<file path="src/rtl/freq_phase_meter.sv">
// freq_phase_meter: gated period / high-time / phase-delay accumulator over GATE_PERIODS sig_in periods.
module freq_phase_meter #(
  parameter int CNT_W          = 32,
  parameter int GATE_PERIODS   = 16,
  parameter int SYNC_STAGES    = 2,
  parameter int TIMEOUT_CYCLES = 50_000_000
) (
  input  logic             clk,
  input  logic             rst_n,
  input  logic             sig_in,
  input  logic             sig_in1,
  input  logic             start,
  output logic             busy,
  output logic             done,
  output logic             timeout,
  output logic             ovf,
  output logic             phase_miss,
  output logic [CNT_W-1:0] period_cnt,
  output logic [CNT_W-1:0] high_cnt,
  output logic [CNT_W-1:0] phase_cnt
);
  localparam int TW = $clog2(TIMEOUT_CYCLES + 1);
  localparam int EW = $clog2(GATE_PERIODS + 1);

  typedef enum logic [1:0] {IDLE, ARM, MEAS, DONE} state_t;

  state_t                 state_q, state_d;
  logic [SYNC_STAGES-1:0] s0_q, s0_d, s1_q, s1_d;
  logic                   e0_q, e0_d, e1_q, e1_d;
  logic [TW-1:0]          to_q, to_d;
  logic [EW-1:0]          ecnt_q, ecnt_d;
  logic                   run_q, run_d, miss_q, miss_d, ovf_q, ovf_d;
  logic [CNT_W-1:0]       per_q, per_d, high_q, high_d, ph_q, ph_d;
  logic [CNT_W-1:0]       rper_q, rper_d, rhigh_q, rhigh_d, rph_q, rph_d;
  logic                   rtmo_q, rtmo_d, rovf_q, rovf_d, rmiss_q, rmiss_d;
  logic                   rise0, rise1, win, tmo, clear, to_hit, op, oh, oph;
  logic [CNT_W-1:0]       per_n, high_n, ph_n;

  function automatic logic [CNT_W:0] sat_inc(input logic [CNT_W-1:0] v, input logic en);
    sat_inc = {en & (&v), (en & ~(&v)) ? v + 1'b1 : v};
  endfunction

  // Edge detects sit one register past the synchronisers, giving equal latency on both inputs.
  assign rise0  = s0_q[SYNC_STAGES-1] & ~e0_q;
  assign rise1  = s1_q[SYNC_STAGES-1] & ~e1_q;
  assign to_hit = (to_q == TW'(TIMEOUT_CYCLES - 1)) && !rise0;
  assign clear  = (state_q == IDLE) && start;

  always_comb begin
    state_d = state_q;
    s0_d    = {s0_q[SYNC_STAGES-2:0], sig_in};
    s1_d    = {s1_q[SYNC_STAGES-2:0], sig_in1};
    e0_d    = s0_q[SYNC_STAGES-1];
    e1_d    = s1_q[SYNC_STAGES-1];
    to_d    = to_q;
    ecnt_d  = ecnt_q;
    run_d   = run_q;
    miss_d  = miss_q;
    win     = 1'b0;
    tmo     = 1'b0;
    rper_d  = rper_q;
    rhigh_d = rhigh_q;
    rph_d   = rph_q;
    rtmo_d  = rtmo_q;
    rovf_d  = rovf_q;
    rmiss_d = rmiss_q;
    case (state_q)
      IDLE: begin
        if (start) begin
          state_d = ARM;
          to_d    = '0;
          run_d   = 1'b0;
          miss_d  = 1'b0;
        end
      end
      ARM: begin
        to_d = rise0 ? '0 : to_q + 1'b1;
        if (rise0) begin
          state_d = MEAS;
          win     = 1'b1;
          ecnt_d  = '0;
        end else if (to_hit) begin
          state_d = DONE;
          tmo     = 1'b1;
        end
      end
      MEAS: begin
        to_d = rise0 ? '0 : to_q + 1'b1;
        if (rise0 && ecnt_q == EW'(GATE_PERIODS - 1)) begin
          state_d = DONE;
        end else begin
          win = 1'b1;
          if (rise0) ecnt_d = ecnt_q + 1'b1;
          if (to_hit) begin
            state_d = DONE;
            tmo     = 1'b1;
          end
        end
      end
      default: state_d = IDLE;
    endcase
    if (state_q == ARM || state_q == MEAS) begin
      run_d  = rise1 ? 1'b0 : (rise0 && win) ? 1'b1 : run_q;
      miss_d = miss_q | (rise0 & run_q & ~rise1);
    end
    {op, per_n}   = sat_inc(per_q, win);
    {oh, high_n}  = sat_inc(high_q, win & s0_q[SYNC_STAGES-1]);
    {oph, ph_n}   = sat_inc(ph_q, win & run_d);
    per_d  = clear ? '0 : per_n;
    high_d = clear ? '0 : high_n;
    ph_d   = clear ? '0 : ph_n;
    ovf_d  = clear ? 1'b0 : (ovf_q | op | oh | oph);
    if (state_d == DONE && state_q != DONE) begin
      rper_d  = tmo ? '0 : per_q;
      rhigh_d = tmo ? '0 : high_q;
      rph_d   = tmo ? '0 : ph_q;
      rtmo_d  = tmo;
      rovf_d  = !tmo && ovf_q;
      rmiss_d = !tmo && miss_d;
    end
  end

  always_ff @(posedge clk or negedge rst_n) begin
    if (!rst_n) begin
      state_q <= IDLE;
      s0_q    <= '0;
      s1_q    <= '0;
      e0_q    <= 1'b0;
      e1_q    <= 1'b0;
      to_q    <= '0;
      ecnt_q  <= '0;
      run_q   <= 1'b0;
      miss_q  <= 1'b0;
      ovf_q   <= 1'b0;
      per_q   <= '0;
      high_q  <= '0;
      ph_q    <= '0;
      rper_q  <= '0;
      rhigh_q <= '0;
      rph_q   <= '0;
      rtmo_q  <= 1'b0;
      rovf_q  <= 1'b0;
      rmiss_q <= 1'b0;
    end else begin
      state_q <= state_d;
      s0_q    <= s0_d;
      s1_q    <= s1_d;
      e0_q    <= e0_d;
      e1_q    <= e1_d;
      to_q    <= to_d;
      ecnt_q  <= ecnt_d;
      run_q   <= run_d;
      miss_q  <= miss_d;
      ovf_q   <= ovf_d;
      per_q   <= per_d;
      high_q  <= high_d;
      ph_q    <= ph_d;
      rper_q  <= rper_d;
      rhigh_q <= rhigh_d;
      rph_q   <= rph_d;
      rtmo_q  <= rtmo_d;
      rovf_q  <= rovf_d;
      rmiss_q <= rmiss_d;
    end
  end

  assign busy       = (state_q == ARM) || (state_q == MEAS);
  assign done       = (state_q == DONE);
  assign timeout    = rtmo_q;
  assign ovf        = rovf_q;
  assign phase_miss = rmiss_q;
  assign period_cnt = rper_q;
  assign high_cnt   = rhigh_q;
  assign phase_cnt  = rph_q;
endmodule

</file>
<file path="config.mk">
export PLATFORM = sky130hd
export DESIGN_NAME = freq_phase_meter
export DESIGN_NICKNAME = d
export VERILOG_FILES = /design/src/rtl/freq_phase_meter.sv
export SDC_FILE = /design/constraint.sdc
export NUM_CORES = 1
export LEC_CHECK = 0
export CORE_ASPECT_RATIO = 0.9
export CORE_MARGIN = 10
export CORE_UTILIZATION = 55
export CTS_BUF_LIST = sky130_fd_sc_hd__clkbuf_4
export DETAILED_ROUTE_END_ITERATION = 8
export HOLD_SLACK_MARGIN = 0.05
export PLACE_DENSITY = 0.77
export SLEW_MARGIN = 20
export SYNTH_ARGS = -nofsm -noshare
export SYNTH_HDL_FRONTEND = slang
export SYNTH_SLANG_ARGS = --single-unit
</file>
<file path="constraint.sdc">
create_clock -name clk -period 6.65 [get_ports clk]
set_clock_uncertainty 0.1 [all_clocks]
set_input_delay 0.9975 -clock clk [delete_from_list [all_inputs] [get_ports clk]]
set_output_delay 0.9975 -clock clk [all_outputs]
set_load 0.01 [all_outputs]
</file>
==> metrics.log, run 1 <==
[metrics] highest-utilization routing layer at the global route stage: met2
[metrics] cell area power density: ~320 nW/um2
[metrics] clock latency on the worst-skew pair: 0.68 ns
[metrics] DRC: 0
[metrics] Core Area: 19280 um2
[metrics] met3 global-route usage: 0.04486
[metrics] die span in y: 153.2 um
[metrics] global-route wire length before repair: 41430 um
[metrics] type of element capturing the critical path: output port
[metrics] commonest non-fill, non-tap cell in the layout: sky130_fd_sc_hd__dfrtp_1
[metrics] type of the most critical hold path: flip-flop to flip-flop
[metrics] number of detailed-routing iterations run before antenna repair: 5
[metrics] critical-path maximum fanout: 14
[metrics] top-level port count: 106
[metrics] number of setup violations in the final report: 0
[metrics] Area Overhead vs Synth: 17.61%
[metrics] critical path's slowest cell: sky130_fd_sc_hd__ha_1
[metrics] antenna viol nets, final: 0
[metrics] final weighted congestion of routability-driven global placement: 0.8054
[metrics] number of CTS-inserted buffers: 59
[metrics] H-tree depth: 2
[metrics] most frequent cells in the layout: 237 x sky130_fd_sc_hd__dfrtp_1, 117 x sky130_fd_sc_hd__nor2_1, 104 x sky130_fd_sc_hd__clkdlybuf4s50_1, 100 x sky130_fd_sc_hd__a22o_1, 83 x sky130_fd_sc_hd__clkbuf_4
[metrics] unrepaired setup endpoints after global routing: no
[metrics] average footprint of a synthesized cell: 10.63 um2
[metrics] Cell Chain, Critical Path: inv_1 -> ha_1 -> clkdlybuf4s50_1
[metrics] startpoint type of the worst setup path: flip-flop
[metrics] global routing met2 resource utilization: 0.2869
[metrics] initial standard-cell utilization of the core: 0.5628
[metrics] Post-synth ARST share: 1.000
[metrics] final hold violation count: 0
[metrics] clk sink count: approximately 240
[metrics] TritonCTS clock tree: yes
[metrics] nets in the synthesized netlist: approximately 1000
[metrics] Die Area: ~26000 um2
[metrics] endpoint required time on the critical path: between 5 and 6 ns
[metrics] root buffer cell: sky130_fd_sc_hd__clkbuf_4
[metrics] met1 Use GR: 0.2541
[metrics] Clock Pin Slew Worst Setup and Hold Paths: 0.07 ns
[metrics] ratio of cells with drive above 1 in the final layout: 0.09721
[metrics] number of max-capacitance violations reported: 0
[metrics] die boundary width: between 150 and 200 um
[metrics] Initial DRC Count: 546
[metrics] Post-synth top flop: sky130_fd_sc_hd__dfrtp_1
[metrics] post-synth design cell area: about 11000 um2
[metrics] tightest slew margin relative to the limit: 0.2575
[metrics] Worst Tran Pin Value: 1.114 ns
[metrics] crit path buf inv count: 2
[metrics] Port-buffer cells: 105
[metrics] average via count per standard cell: 5.821
[metrics] CP top delay family: buffers and inverters
[metrics] post-cts gate resize count: 0
[metrics] Via Count: 8348
[metrics] yosys warns: 0
[metrics] number of library cell types mapped by synthesis: 55
[metrics] count of fill cells added during filler insertion: between 1500 and 2000
[metrics] final core utilization: 0.6619
[metrics] sequential element share of the synthesized area: 0.5466
[metrics] Peak VDD IR: 293.6 uV
[metrics] number of buffers inserted by post-CTS setup repair: 0
[metrics] Worst Path Class, Setup: flip-flop to output port
[metrics] final slew viol count: 0
[metrics] fraction of the cycle the final worst path needs: 0.5439
[metrics] final setup TNS: 0 ns
[metrics] number of rows created at floorplan: 48
[metrics] number of enable flip-flop cells after synthesis: 0
[metrics] number of global-route vias before repair: 8201
[metrics] antenna violations before repair: 1
[metrics] count of hold-fix buffers inserted at cts: 0
[metrics] post-detail-place hpwl: approximately 16000 um
[metrics] time the worst path needs with I/O delays and setup: 3.617 ns
[metrics] register bit total from synthesis: 237
[metrics] overflow left after global routing: 0
[metrics] Total Routing Usage GR: 0.1871
[metrics] Leakage Power: 5.567 nW
[metrics] Max Clk Rate: between 0.2 and 0.3 GHz
[metrics] Routed Wire Length: between 20000 and 25000 um
[metrics] gate count of the mapped netlist: 1021
[metrics] nets@finish: 1157
[metrics] data arrival time of the critical path: between 2 and 3 ns
[metrics] largest net degree at the start of global routing: 109
[metrics] post-detailed-route wirelength per cell: 17.21 um
[metrics] slowest stage delay, CP: 0.64 ns
[metrics] outcome: finished clean
[metrics] buffers from clock root to sink, at most: 3
==> routing by layer <==
metal  vias to the layer above  share of wire
met3                        52          0.057
met2                       226           0.45
met5                         -              0
met1                      4077           0.47
met4                         0          0.018
li1                       3993              -
==> final cells by class <==
type	instances	area, um2	area share
antenna	1	2.502	0.0001961
clock buffer	83	623.1	0.04883
clock inverter	19	101.3	0.007943
inverter	18	67.56	0.005295
multi-input combinational	714	4613	0.3615
sequential	237	5931	0.4648
tap	250	312.8	0.02451
timing repair buffer	112	1109	0.08688
==> synthesized netlist by cell type (all sizes together), types with 2 or more instances <==
master / n / area share
and3: 21 / 0.012
mux2: 3 / 0.0031
nand2: 67 / 0.023
nor3b: 3 / 0.0030
and2: 11 / 0.0063
xnor2: 37 / 0.030
a21o: 2 / 0.0014
nor3: 26 / 0.012
nor2b: 4 / 0.0023
nor4: 17 / 0.012
nor4b: 7 / 0.0057
a211oi: 2 / 0.0014
inv: 18 / 0.0062
nand4: 43 / 0.025
nor2: 118 / 0.041
and4: 8 / 0.0065
or3: 12 / 0.0069
nand3b: 2 / 0.0014
nand2b: 6 / 0.0035
buf: 24 / 0.014
o21ai: 31 / 0.014
or4: 7 / 0.0048
a21oi: 24 / 0.011
o211ai: 3 / 0.0021
nand4b: 7 / 0.0057
or2: 4 / 0.0023
clkbuf: 28 / 0.0097
nand3: 58 / 0.027
a31oi: 4 / 0.0023
o31ai: 3 / 0.0021
a22oi: 2 / 0.0014
dfrtp: 237 / 0.55
a22o: 100 / 0.081
a32o: 2 / 0.0018
xor2: 58 / 0.047
ha: 10 / 0.012
==> power by group <==
| group | total (mW) | switching, mW | internal (mW) |
|---|---|---|---|
| registers | 1.74 | 0.130 | 1.61 |
| logic | 1.13 | 0.670 | 0.458 |
| clock network | 1.18 | 0.574 | 0.610 |
==> cell families after synthesis <==
logic type      Yosys count  share of synthesized area
mux                       3                   0.003114
simple gates            422                     0.2010
compound gates          184                     0.1315
flops                   237                     0.5466
fa+ha+maj                10                    0.01153
xor+xnor                 95                    0.07669
buf+inv                  70                    0.02952
==> worst reg2reg max path, delay by kind of cell (launching register included) <==
kind	cells	cell delay, ns
AO/OA/AOI/OAI	2	0.43
AND/OR/NAND/NOR	3	1.47
buffers and inverters	2	0.62
adder cells (fa/ha/maj)	1	0.32
flip-flops	1	0.45
==> metrics by stage <==
stage	std cells	hold slack (ns)	power (mW)	area, um2	worst slack, ns
6_report	1434	0.2509	4.054	12760	3.033
5_1_grt	1434	0.2534	4.289	12760	2.877
4_1_cts	1433	0.2508	4.100	12750	2.971
3_5_place_dp	1331	0.2435	2.900	12030	2.570
3_3_place_gp	1331	0.2336	2.873	12030	2.635
2_1_floorplan	1021	0.2312	2.424	10850	3.859
==> worst paths after layout <==
| path | start | to | slack (ns) | depth (start not counted) |
|---|---|---|---|---|
| min reg2reg | s0_q[0] | s0_q[1] | 0.25 | 0 |
| min | s0_q[0] | s0_q[1] | 0.25 | 0 |
| max | state_q[0] | busy | 3.03 | 3 |
| min in group asynchronous | rst_n | phase_cnt[18] | 0.29 | 1 |
| max reg2reg | state_q[0] | phase_cnt[0] | 3.21 | 8 |
| max in group asynchronous | rst_n | high_cnt[15] | 4.79 | 2 |
==> state kept, by name, indices dropped and copies added (netlist names), 2 cells and up <==
register,cells
high_cnt,32
s1_q,2
phase_cnt,32
ph_q,32
per_q,32
period_cnt,32
ecnt_q,5
to_q,26
high_q,32
s0_q,2
state_q,2
(Power assumes the default switching activity.)
==> inputs of run 2 (changes only) <==
==> constraint.sdc (replaced) <==
create_clock -name clk -period 3.4 [get_ports clk]
set_clock_uncertainty 0.1 [all_clocks]
set_input_delay 0.51 -clock clk [delete_from_list [all_inputs] [get_ports clk]]
set_output_delay 0.51 -clock clk [all_outputs]
set_load 0.01 [all_outputs]
==> metrics.log, run 2 (same netlist as run 1, synthesis figures left out) <==
[metrics] critical-path maximum fanout: 11
[metrics] nets@finish: 1168
[metrics] type of element capturing the critical path: flip-flop
[metrics] slowest stage delay, CP: 0.65 ns
[metrics] root buffer cell: sky130_fd_sc_hd__clkbuf_4
[metrics] initial standard-cell utilization of the core: 0.5628
[metrics] Via Count: 8310
[metrics] total inserted antenna cells: 0
[metrics] Die Area: 25750 um2
[metrics] DRC: 0
[metrics] endpoint required time on the critical path: 3.92 ns
[metrics] final core utilization: 0.6688
[metrics] crit path buf inv count: 0
[metrics] final hold violation count: 0
[metrics] Core Area: 19280 um2
[metrics] number of max-capacitance violations reported: 0
[metrics] unrepaired setup endpoints after global routing: no
[metrics] clock latency on the worst-skew pair: 0.69 ns
[metrics] Routed Wire Length: 24240 um
[metrics] Peak VDD IR: 610.2 uV
[metrics] average via count per standard cell: between 5 and 6
[metrics] die boundary width: roughly 170 um
[metrics] Initial DRC Count: approximately 630
[metrics] standard cell area after detailed placement: 12160 um2
[metrics] tightest slew margin relative to the limit: 0.3577
[metrics] clk sink count: 237
[metrics] Port-buffer cells: 105
[metrics] largest net degree at the start of global routing: 92
[metrics] final design instance area without fill: 12890 um2
[metrics] clock network fraction of design power: 0.285
[metrics] number of global-route vias before repair: 8005
[metrics] most frequent cell on the critical path: sky130_fd_sc_hd__ha_1
[metrics] Total Routing Usage GR: 0.1859
[metrics] Max Clk Rate: between 0.3 and 0.4 GHz
[metrics] fraction of the cycle the final worst path needs: 0.9319
[metrics] global-route wire length before repair: 40940 um
[metrics] number of rows created at floorplan: 48
[metrics] number of setup violations in the final report: 0
[metrics] Worst Path Class, Setup: flip-flop to flip-flop
[metrics] Reg power frac: 0.427
[metrics] NetSw: 2.701 mW
[metrics] setup slack, reg-to-reg: 0.23 ns
[metrics] most frequent cells in the layout: 237 x sky130_fd_sc_hd__dfrtp_1, 118 x sky130_fd_sc_hd__nor2_1, 104 x sky130_fd_sc_hd__clkdlybuf4s50_1, 100 x sky130_fd_sc_hd__a22o_1, 83 x sky130_fd_sc_hd__clkbuf_4
[metrics] internal power: 5.249 mW
[metrics] overflow left after global routing: 0
[metrics] number of cells on the worst hold path: 1
[metrics] top-level port count: 106
[metrics] outcome: finished clean
[metrics] die span in y: 153.2 um
[metrics] final weighted congestion of routability-driven global placement: 0.8899
[metrics] Cell Chain, Critical Path: ha_1 -> and3_1 -> ha_1 -> nand3b_1 -> a32oi_1 -> a211oi_1 -> nand3_1 -> or4_1 -> o21ai_0
[metrics] number of CTS-inserted buffers: 59
[metrics] antenna violations before repair: 0
[metrics] startpoint type of the worst setup path: flip-flop
[metrics] commonest non-fill, non-tap cell in the layout: sky130_fd_sc_hd__dfrtp_1
[metrics] cell count after placement: 1341
[metrics] data arrival time of the critical path: 3.69 ns
[metrics] post-detailed-route wirelength per cell: 16.72 um
[metrics] Comb pwr share: 0.288
[metrics] critical path's slowest cell: sky130_fd_sc_hd__a211oi_1
[metrics] time the worst path needs with I/O delays and setup: 3.169 ns
[metrics] Worst Tran Pin Value: around 0.96 ns
[metrics] TritonCTS clock tree: yes
[metrics] logic depth of the worst setup path including buffers: 9
[metrics] ratio of cells with drive above 1 in the final layout: 0.1025
[metrics] type of the most critical hold path: primary input to flip-flop
[metrics] cell area power density: 616.6 nW/um2
[metrics] final setup TNS: 0 ns
[metrics] buffers from clock root to sink, at most: 3
[metrics] final slew viol count: 0
[metrics] post-detail-place hpwl: 16310 um
[metrics] non-filler cells, final: 1450
[metrics] Net Sw Frac: 0.3397
[metrics] Area Overhead vs Synth: 18.84%
[metrics] Clock Pin Slew Worst Setup and Hold Paths: 0.07 ns
[metrics] number of buffers inserted by post-CTS setup repair: 0
[metrics] H-tree depth: 2
[metrics] number of detailed-routing iterations run before antenna repair: 5
[metrics] CP top delay family: simple AND/OR/NAND/NOR gates
[metrics] antenna viol nets, final: 0
[metrics] Worst R2R Path Depth: 9
[metrics] Leakage Power: 5.629 nW
==> run 2: what timing repair did <==
item                                   CTS  global route
hold buffers                             1             0
endpoints found under the hold margin   83             0
gates resized for setup                  0             0
==> run 2: final timing paths <==
check	to	startpoint
max	ph_q[27]	ecnt_q[0]
min	s1_q[0]	sig_in1
max reg2reg	ph_q[27]	ecnt_q[0]
min reg2reg	s1_q[1]	s1_q[0]
max in group asynchronous	ph_q[10]	rst_n
min in group asynchronous	phase_cnt[16]	rst_n
==> run 2: power groups by stage <==
stage | combinational [mW] | sequential (mW) | clock, mW
5_1_grt | 2.52 | 3.45 | 2.48
3_3_place_gp | 2.27 | 3.44 | 0
3_5_place_dp | 2.31 | 3.45 | 0
4_1_cts | 2.32 | 3.40 | 2.33
6_report | 2.29 | 3.40 | 2.27
2_1_floorplan | 1.22 | 3.52 | 0
==> run 2: layout make-up <==
type                    instances  area [um2]
clock buffers                  83       623.1
clock inverters                25       105.1
fillers                      1487        6385
inverters                      18       67.56
multi-input cells             714        4611
flip-flops and latches        237        5931
well taps                     250       312.8
repair buffers                123        1244
==> run 2: through the flow <==
stage / power [mW] / setup slack (ns) / hold slack [ns]
finish: 7.950 / 0.2314 / 0.1864
global route: 8.447 / 0.001819 / 0.1579
CTS: 8.047 / 0.2845 / 0.1519
detailed placement: 5.754 / 0.2942 / 0.2347
global placement: 5.708 / 0.4035 / 0.2328
floorplan: 4.741 / 0.6093 / 0.1144
==> run 2: layer usage <==
| metal | GRT usage | share of wire |
|---|---|---|
| met5 | 0 | 0 |
| met4 | 0.05427 | 0.015 |
| met3 | 0.04742 | 0.063 |
| met2 | 0.2763 | 0.45 |
| met1 | 0.2624 | 0.47 |
